**src/rtl/disp_pkg.sv**
```systemverilog
// Shared constants, FSM state type and text-index mapping for the display update scheduler.
// Imported by the scheduler top and its LFSR sub-module.
package disp_pkg;

    localparam logic [9:0] V_AV          = 10'd480;
    localparam logic [4:0] LFSR_SEED     = 5'b00011;
    localparam logic [3:0] TXT_MAP_LIMIT = 4'd10;
    localparam logic [3:0] DIGIT_MAX     = 4'd9;

    typedef enum logic {
        IDLE = 1'b0,
        PEND = 1'b1
    } state_t;

    // Fold a 4-bit LFSR nibble onto a text index in 1..9 (or 0..7 when out of range).
    function automatic logic [3:0] map_txt(input logic [3:0] v);
        if ((v != 4'd0) && (v < TXT_MAP_LIMIT)) begin
            return v;
        end
        return {1'b0, v[3:1]};
    endfunction

endpackage

```
**src/rtl/txt_select_lfsr.sv**
```systemverilog
// 5-bit LFSR that picks a new text-string index whenever the committed digit changes.
// The step strobe comes from the scheduler; the index register only moves with it.
module txt_select_lfsr
    import disp_pkg::*;
(
    input  logic       pixClk,
    input  logic       reset,
    input  logic       step,
    input  logic       digit_en,
    output logic [3:0] txt_select
);

    logic [4:0] q;
    logic [4:0] q_next;

    assign q_next = {q[3:0], q[4] ^ q[1]};

    // NOTE: sequential state is assigned with <= so every register samples pre-edge values.
    always_ff @(posedge pixClk or posedge reset) begin
        if (reset) begin
            q          <= LFSR_SEED;
            txt_select <= 4'd0;
        end else if (step) begin
            q          <= q_next;
            txt_select <= digit_en ? map_txt(q_next[3:0]) : 4'd0;
        end
    end

endmodule

```
**src/rtl/disp_update_sched.sv**
```systemverilog
// Schedules digit/text updates for the video generator so they only land at vertical blanking,
// and runs a self-stepping demo after a long stretch of frames without requests.
module disp_update_sched
    import disp_pkg::*;
#(
    parameter logic [9:0]  V_AV        = disp_pkg::V_AV,
    parameter logic [15:0] IDLE_FRAMES = 16'd600,
    parameter logic [7:0]  DEMO_FRAMES = 8'd60
) (
    input  logic       pixClk,
    input  logic       reset,
    input  logic [9:0] x,
    input  logic [9:0] y,
    input  logic       reqValid,
    input  logic [3:0] reqDigit,
    input  logic       reqEn,
    output logic       reqReady,
    output logic [3:0] digit,
    output logic       digitEn,
    output logic [3:0] txtSelect,
    output logic       frameStart,
    output logic       demoActive
);

    state_t      state;
    logic [3:0]  pend_digit;
    logic        pend_en;
    logic [15:0] idle_cnt;
    logic [7:0]  demo_cnt;

    logic        accept;
    logic        user_commit;
    logic        idle_frame;
    logic        demo_step;
    logic        commit;
    logic        lfsr_step;
    logic [3:0]  new_digit;
    logic        new_en;

    assign reqReady    = (state == IDLE);
    assign accept      = (state == IDLE) && reqValid;
    assign user_commit = (state == PEND) && frameStart;
    assign idle_frame  = (state == IDLE) && frameStart && !accept;
    assign demo_step   = idle_frame && demoActive && ((demo_cnt + 8'd1) == DEMO_FRAMES);
    assign commit      = user_commit || demo_step;
    assign lfsr_step   = commit && ({new_digit, new_en} != {digit, digitEn});

    // NOTE: defaults first so no path through this block can leave a latch behind.
    always_comb begin
        new_digit = digit;
        new_en    = digitEn;
        if (user_commit) begin
            if (pend_digit > DIGIT_MAX) begin
                new_digit = 4'd0;
                new_en    = 1'b0;
            end else begin
                new_digit = pend_digit;
                new_en    = pend_en;
            end
        end else if (demo_step) begin
            new_digit = (digit == DIGIT_MAX) ? 4'd0 : digit + 4'd1;
            new_en    = 1'b1;
        end
    end

    always_ff @(posedge pixClk or posedge reset) begin
        if (reset) begin
            frameStart <= 1'b0;
        end else begin
            frameStart <= (x == 10'd0) && (y == V_AV);
        end
    end

    always_ff @(posedge pixClk or posedge reset) begin
        if (reset) begin
            state      <= IDLE;
            pend_digit <= 4'd0;
            pend_en    <= 1'b0;
            digit      <= 4'd0;
            digitEn    <= 1'b0;
        end else begin
            if (commit) begin
                digit   <= new_digit;
                digitEn <= new_en;
            end
            case (state)
                IDLE: begin
                    if (reqValid) begin
                        pend_digit <= reqDigit;
                        pend_en    <= reqEn;
                        state      <= PEND;
                    end
                end
                PEND: begin
                    if (frameStart) begin
                        state <= IDLE;
                    end
                end
                default: state <= IDLE;
            endcase
        end
    end

    // Demo entry is gated on the exact crossing so a saturated counter cannot retrigger it.
    always_ff @(posedge pixClk or posedge reset) begin
        if (reset) begin
            idle_cnt   <= 16'd0;
            demo_cnt   <= 8'd0;
            demoActive <= 1'b0;
        end else if (accept) begin
            idle_cnt   <= 16'd0;
            demoActive <= 1'b0;
        end else if (idle_frame) begin
            if (idle_cnt != 16'hFFFF) begin
                idle_cnt <= idle_cnt + 16'd1;
            end
            if (!demoActive) begin
                if ((idle_cnt != 16'hFFFF) && ((idle_cnt + 16'd1) == IDLE_FRAMES)) begin
                    demoActive <= 1'b1;
                    demo_cnt   <= 8'd0;
                end
            end else if (demo_step) begin
                demo_cnt <= 8'd0;
            end else begin
                demo_cnt <= demo_cnt + 8'd1;
            end
        end
    end

    txt_select_lfsr u_txt_select_lfsr (
        .pixClk     (pixClk),
        .reset      (reset),
        .step       (lfsr_step),
        .digit_en   (new_en),
        .txt_select (txtSelect)
    );

endmodule

```
**config.mk**
```make
export PLATFORM = sky130hd
export DESIGN_NAME = disp_update_sched
export DESIGN_NICKNAME = d
export VERILOG_FILES = /design/src/rtl/disp_pkg.sv /design/src/rtl/txt_select_lfsr.sv /design/src/rtl/disp_update_sched.sv
export SDC_FILE = /design/constraint.sdc
export NUM_CORES = 1
export LEC_CHECK = 0
export CORE_UTILIZATION = 50
export CTS_CLUSTER_SIZE = 10
export DETAILED_ROUTE_END_ITERATION = 16
export PLACE_DENSITY = 0.74
export SYNTH_ARGS = -nofsm -noshare
export SYNTH_HDL_FRONTEND = slang
export SYNTH_HIERARCHICAL = 1
export SYNTH_SLANG_ARGS = --single-unit
```
**constraint.sdc**
```tcl
create_clock -name pixClk -period 6.7 [get_ports pixClk]
set_input_delay 1.675 -clock pixClk [delete_from_list [all_inputs] [get_ports pixClk]]
set_output_delay 1.675 -clock pixClk [all_outputs]
set_load 0.02 [all_outputs]
```
==> insert_results.sql <==
INSERT INTO impl_metrics (metric_group, metric, value, unit) VALUES
('setup_path', 'required', '6890', 'ps'),
('drt', 'drt_first_pass_iters', '4', ''),
('global_route', 'antenna_found_initial', '0', ''),
('setup_path', 'critPathKind', 'input pin to register', ''),
('clock_network', 'post_cts_setup_driven_buffer_insertion_count', '0', ''),
('clock_network', 'post_cts_resized', '0', ''),
('placed_design', 'port_buffers', '39', ''),
('pwr', 'clock_power_share', '0.369', ''),
('cells_and_area', 'fill_cells', '452', ''),
('synth', 'synth.area.top_cells', 'sky130_fd_sc_hd__dfrtp_1 40%, sky130_fd_sc_hd__o21ai_0 5.1%, sky130_fd_sc_hd__mux2_2 3.7%', ''),
('clock_network', 'cts_buffers', '5', ''),
('pwr', 'p_int', '0.375', 'mW'),
('sta', 'achievable-frequency', '0.268', 'GHz'),
('synth', 'syn-instance-count', '298', ''),
('sta', 'slew_headroom', '0.615', ''),
('clock_network', 'clk_path_buf_depth', '2', ''),
('setup_path', 'worstSetupEndpointType', 'register', ''),
('clock_network', 'clkSlewWorstSetupHoldPaths', '80', 'ps'),
('setup_path', 'critical_path.slowest_cell', 'sky130_fd_sc_hd__nand4bb_1', ''),
('setup_path', 'timing.critical_path.fanout_max', '13', ''),
('sta', 'maxSlewViolCount', '0', ''),
('drt', 'routed-via-count', '2370', ''),
('global_route', 'grt_pass1_vias', '2118', ''),
('drt', 'detailedRoute.firstIterationViolations', '108', ''),
('synth', 'async_reset_ff_frac', '1.00', ''),
('synth', 'post_synth.cell_area_avg', '9.27', 'sq um'),
('setup_path', 'worst_setup_path_start_kind', 'input pin', ''),
('cells_and_area', 'inserted_diodes', '0', ''),
('global_route', 'groute.usage.overall', '0.207', ''),
('cells_and_area', 'areaGrowthSynthToFinish', '18.2', '%'),
('die', 'initial_utilization', '0.531', ''),
('synth', 'synth_enable_flop_cells', '0', ''),
('clock_network', 'cts_hold_buf', '0', ''),
('placed_design', 'gp_congestion', '0.940', ''),
('cells_and_area', 'final_nets', '362', ''),
('synth', 'ys.warnings.count', '6', ''),
('synth', 'synthDominantAreaCellType', 'sky130_fd_sc_hd__dfrtp_1', ''),
('synth', 'syn-cell-area', '2760', 'sq um'),
('pwr', 'power_density', '146', 'nW/um^2'),
('sta', 'setup_viol', '0', ''),
('global_route', 'largest_net_degree_at_the_start_of_global_routing', '38', ''),
('setup_path', 'worst_path_largest_cell_delay', '560', 'ps'),
('global_route', 'globalRouteOverflowTotal', '0', ''),
('drt', 'ant_nets', '0', ''),
('cells_and_area', 'final_common_cell', 'sky130_fd_sc_hd__dfrtp_1', ''),
('sta', 'finalSetupTns', '0', 'ps'),
('synth', 'flip_flop_and_latch_count_after_synthesis', '46', ''),
('die', 'floorplan.io_pins', '40', ''),
('pwr', 'seq_power_share', '0.583', ''),
('synth', 'yosysSeqAreaShare', '0.417', ''),
('synth', 'yosys.cell_types.count', '61', ''),
('clock_network', 'cts_sinks', '46', ''),
('setup_path', 'crit_chain', 'clkdlybuf4s50_1, nand4bb_1, nor3_2, or2_2, mux2_2', ''),
('die', 'row_count', '26', ''),
('synth', 'top_flip_flop_cell_by_instance_count_after_synthesis', 'sky130_fd_sc_hd__dfrtp_1', ''),
('drt', 'route.detailed.wl_per_inst', '14.1', 'microns'),
('sta', 'worstMarginPinSlew', '569', 'ps'),
('die', 'horizontal_die_dimension', '76.4', 'microns'),
('die', 'chipHeight', '76.4', 'microns'),
('flow_run', 'maxCapViolations', '0', ''),
('pwr', 'static-leakage-power', '1.31', 'nW'),
('sta', 'unrepaired_setup_endpoints_after_global_routing', 'false', ''),
('die', 'design.core.area', '5200', 'sq um'),
('synth', 'synth_largest_type_area_fraction', '0.398', ''),
('drt', 'vias_per_cell', '5.88', ''),
('clock_network', 'worst_skew_pair_latency', '300', 'ps'),
('pwr', 'switchingPower', '0.101', 'mW'),
('status', 'run_status', 'finished clean', ''),
('clock_network', 'cts_tree', 'done', ''),
('clock_network', 'level_count_of_the_clock_h_tree', '2', ''),
('synth', 'synth_fp_nets', '328', '');
-- cell type report --
class / count / area [sq um] / area share
clock buffer: 6 / 82.6 / 0.0253
clock inverter: 2 / 12.5 / 0.00383
inverter: 10 / 37.5 / 0.0115
multi-input combinational: 229 / 1500 / 0.458
sequential: 46 / 1150 / 0.353
tap: 70 / 87.6 / 0.0268
timing repair buffer: 40 / 398 / 0.122
-- sequential cells by signal, summed over array words and instances (netlist names) --
name / count
idle_cnt: 16
demo_cnt: 8
u_txt_select_lfsr/q: 5
digit: 4
pend_digit: 4
u_txt_select_lfsr/txt_select: 4
demoActive: 1
digitEn: 1
frameStart: 1
pend_en: 1
state: 1
-- synthesized netlist by cell type, types with 3 or more instances --
cell type	count
sky130_fd_sc_hd__a31oi_1	6
sky130_fd_sc_hd__nor4b_1	3
sky130_fd_sc_hd__nand4_1	5
sky130_fd_sc_hd__a21oi_1	15
sky130_fd_sc_hd__buf_6	3
sky130_fd_sc_hd__mux2_2	9
sky130_fd_sc_hd__clkbuf_1	5
sky130_fd_sc_hd__nor2_1	22
sky130_fd_sc_hd__or2_2	3
sky130_fd_sc_hd__and3_1	3
sky130_fd_sc_hd__nor2b_1	9
sky130_fd_sc_hd__o21a_1	3
sky130_fd_sc_hd__nor3_1	8
sky130_fd_sc_hd__o31ai_1	8
sky130_fd_sc_hd__buf_2	4
sky130_fd_sc_hd__nor4_1	4
sky130_fd_sc_hd__o22ai_1	5
sky130_fd_sc_hd__o21ai_1	3
sky130_fd_sc_hd__xnor2_1	7
sky130_fd_sc_hd__dfrtp_1	44
sky130_fd_sc_hd__nand2_1	26
sky130_fd_sc_hd__nand3_1	17
sky130_fd_sc_hd__o21ai_0	28
sky130_fd_sc_hd__mux2i_1	4
sky130_fd_sc_hd__inv_1	10
-- power groups by stage --
stage          Combinational (mW)  Clock, mW  Sequential (mW)
4_1_cts                    0.0237      0.183            0.277
2_1_floorplan             0.00515          0            0.283
3_5_place_dp               0.0237          0            0.283
5_1_grt                    0.0256      0.192            0.278
6_report                   0.0229      0.175            0.277
3_3_place_gp               0.0231          0            0.283
-- metrics by stage --
stage / instances / worst slack (ps) / util / cell area (sq um)
4_1_cts: 403 / 3020 / 0.628 / 3270
6_report: 403 / 2970 / 0.628 / 3270
5_1_grt: 403 / 2850 / 0.628 / 3270
3_5_place_dp: 395 / 2700 / 0.610 / 3170
2_1_floorplan: 298 / 3720 / - / 2760
3_3_place_gp: 395 / 2750 / 0.610 / 3170
-- cell families (layout without fill, tap and decap cells) --
family,Yosys count,in the layout,share of synthesized area
mux,13,13,0.0512
xor+xnor,8,8,0.0254
buf+inv,23,58,0.0412
compound gates,84,84,0.198
fa+ha+maj,2,2,0.00905
simple gates,122,122,0.258
flops,46,46,0.417
-- path summary, 6_finish.rpt --
kind                                            startpoint                              end  slack [ps]  cells after the start
setup reg to reg                               demo_cnt[0]           u_txt_select_lfsr/q[2]        4200                      6
min in group asynchronous                            reset  u_txt_select_lfsr/txt_select[3]        1670                      2
hold reg to reg            u_txt_select_lfsr/txt_select[2]  u_txt_select_lfsr/txt_select[2]         530                      2
hold / removal             u_txt_select_lfsr/txt_select[2]  u_txt_select_lfsr/txt_select[2]         530                      2
max in group asynchronous                            reset                          digitEn        4560                      3
setup / recovery                                  reqValid           u_txt_select_lfsr/q[2]        2970                      5
-- worst max-delay path, delay by kind of cell --
kind	cells	cell delay, ps
buffers and inverters	1	510
multiplexers	1	370
AND/OR/NAND/NOR	3	1370
-- routing by layer --
layer / wire, microns / track usage / share of wire / vias to the layer above
li1: - / - / - / 1167
met1: 2770 / 0.301 / 0.49 / 1131
met2: 2520 / 0.314 / 0.44 / 66
met3: 337 / 0.0419 / 0.059 / 6
met4: 60 / 0.0596 / 0.011 / 0
met5: 0 / 0 / 0 / -
No activity file was read; power rests on OpenSTA's default activity.
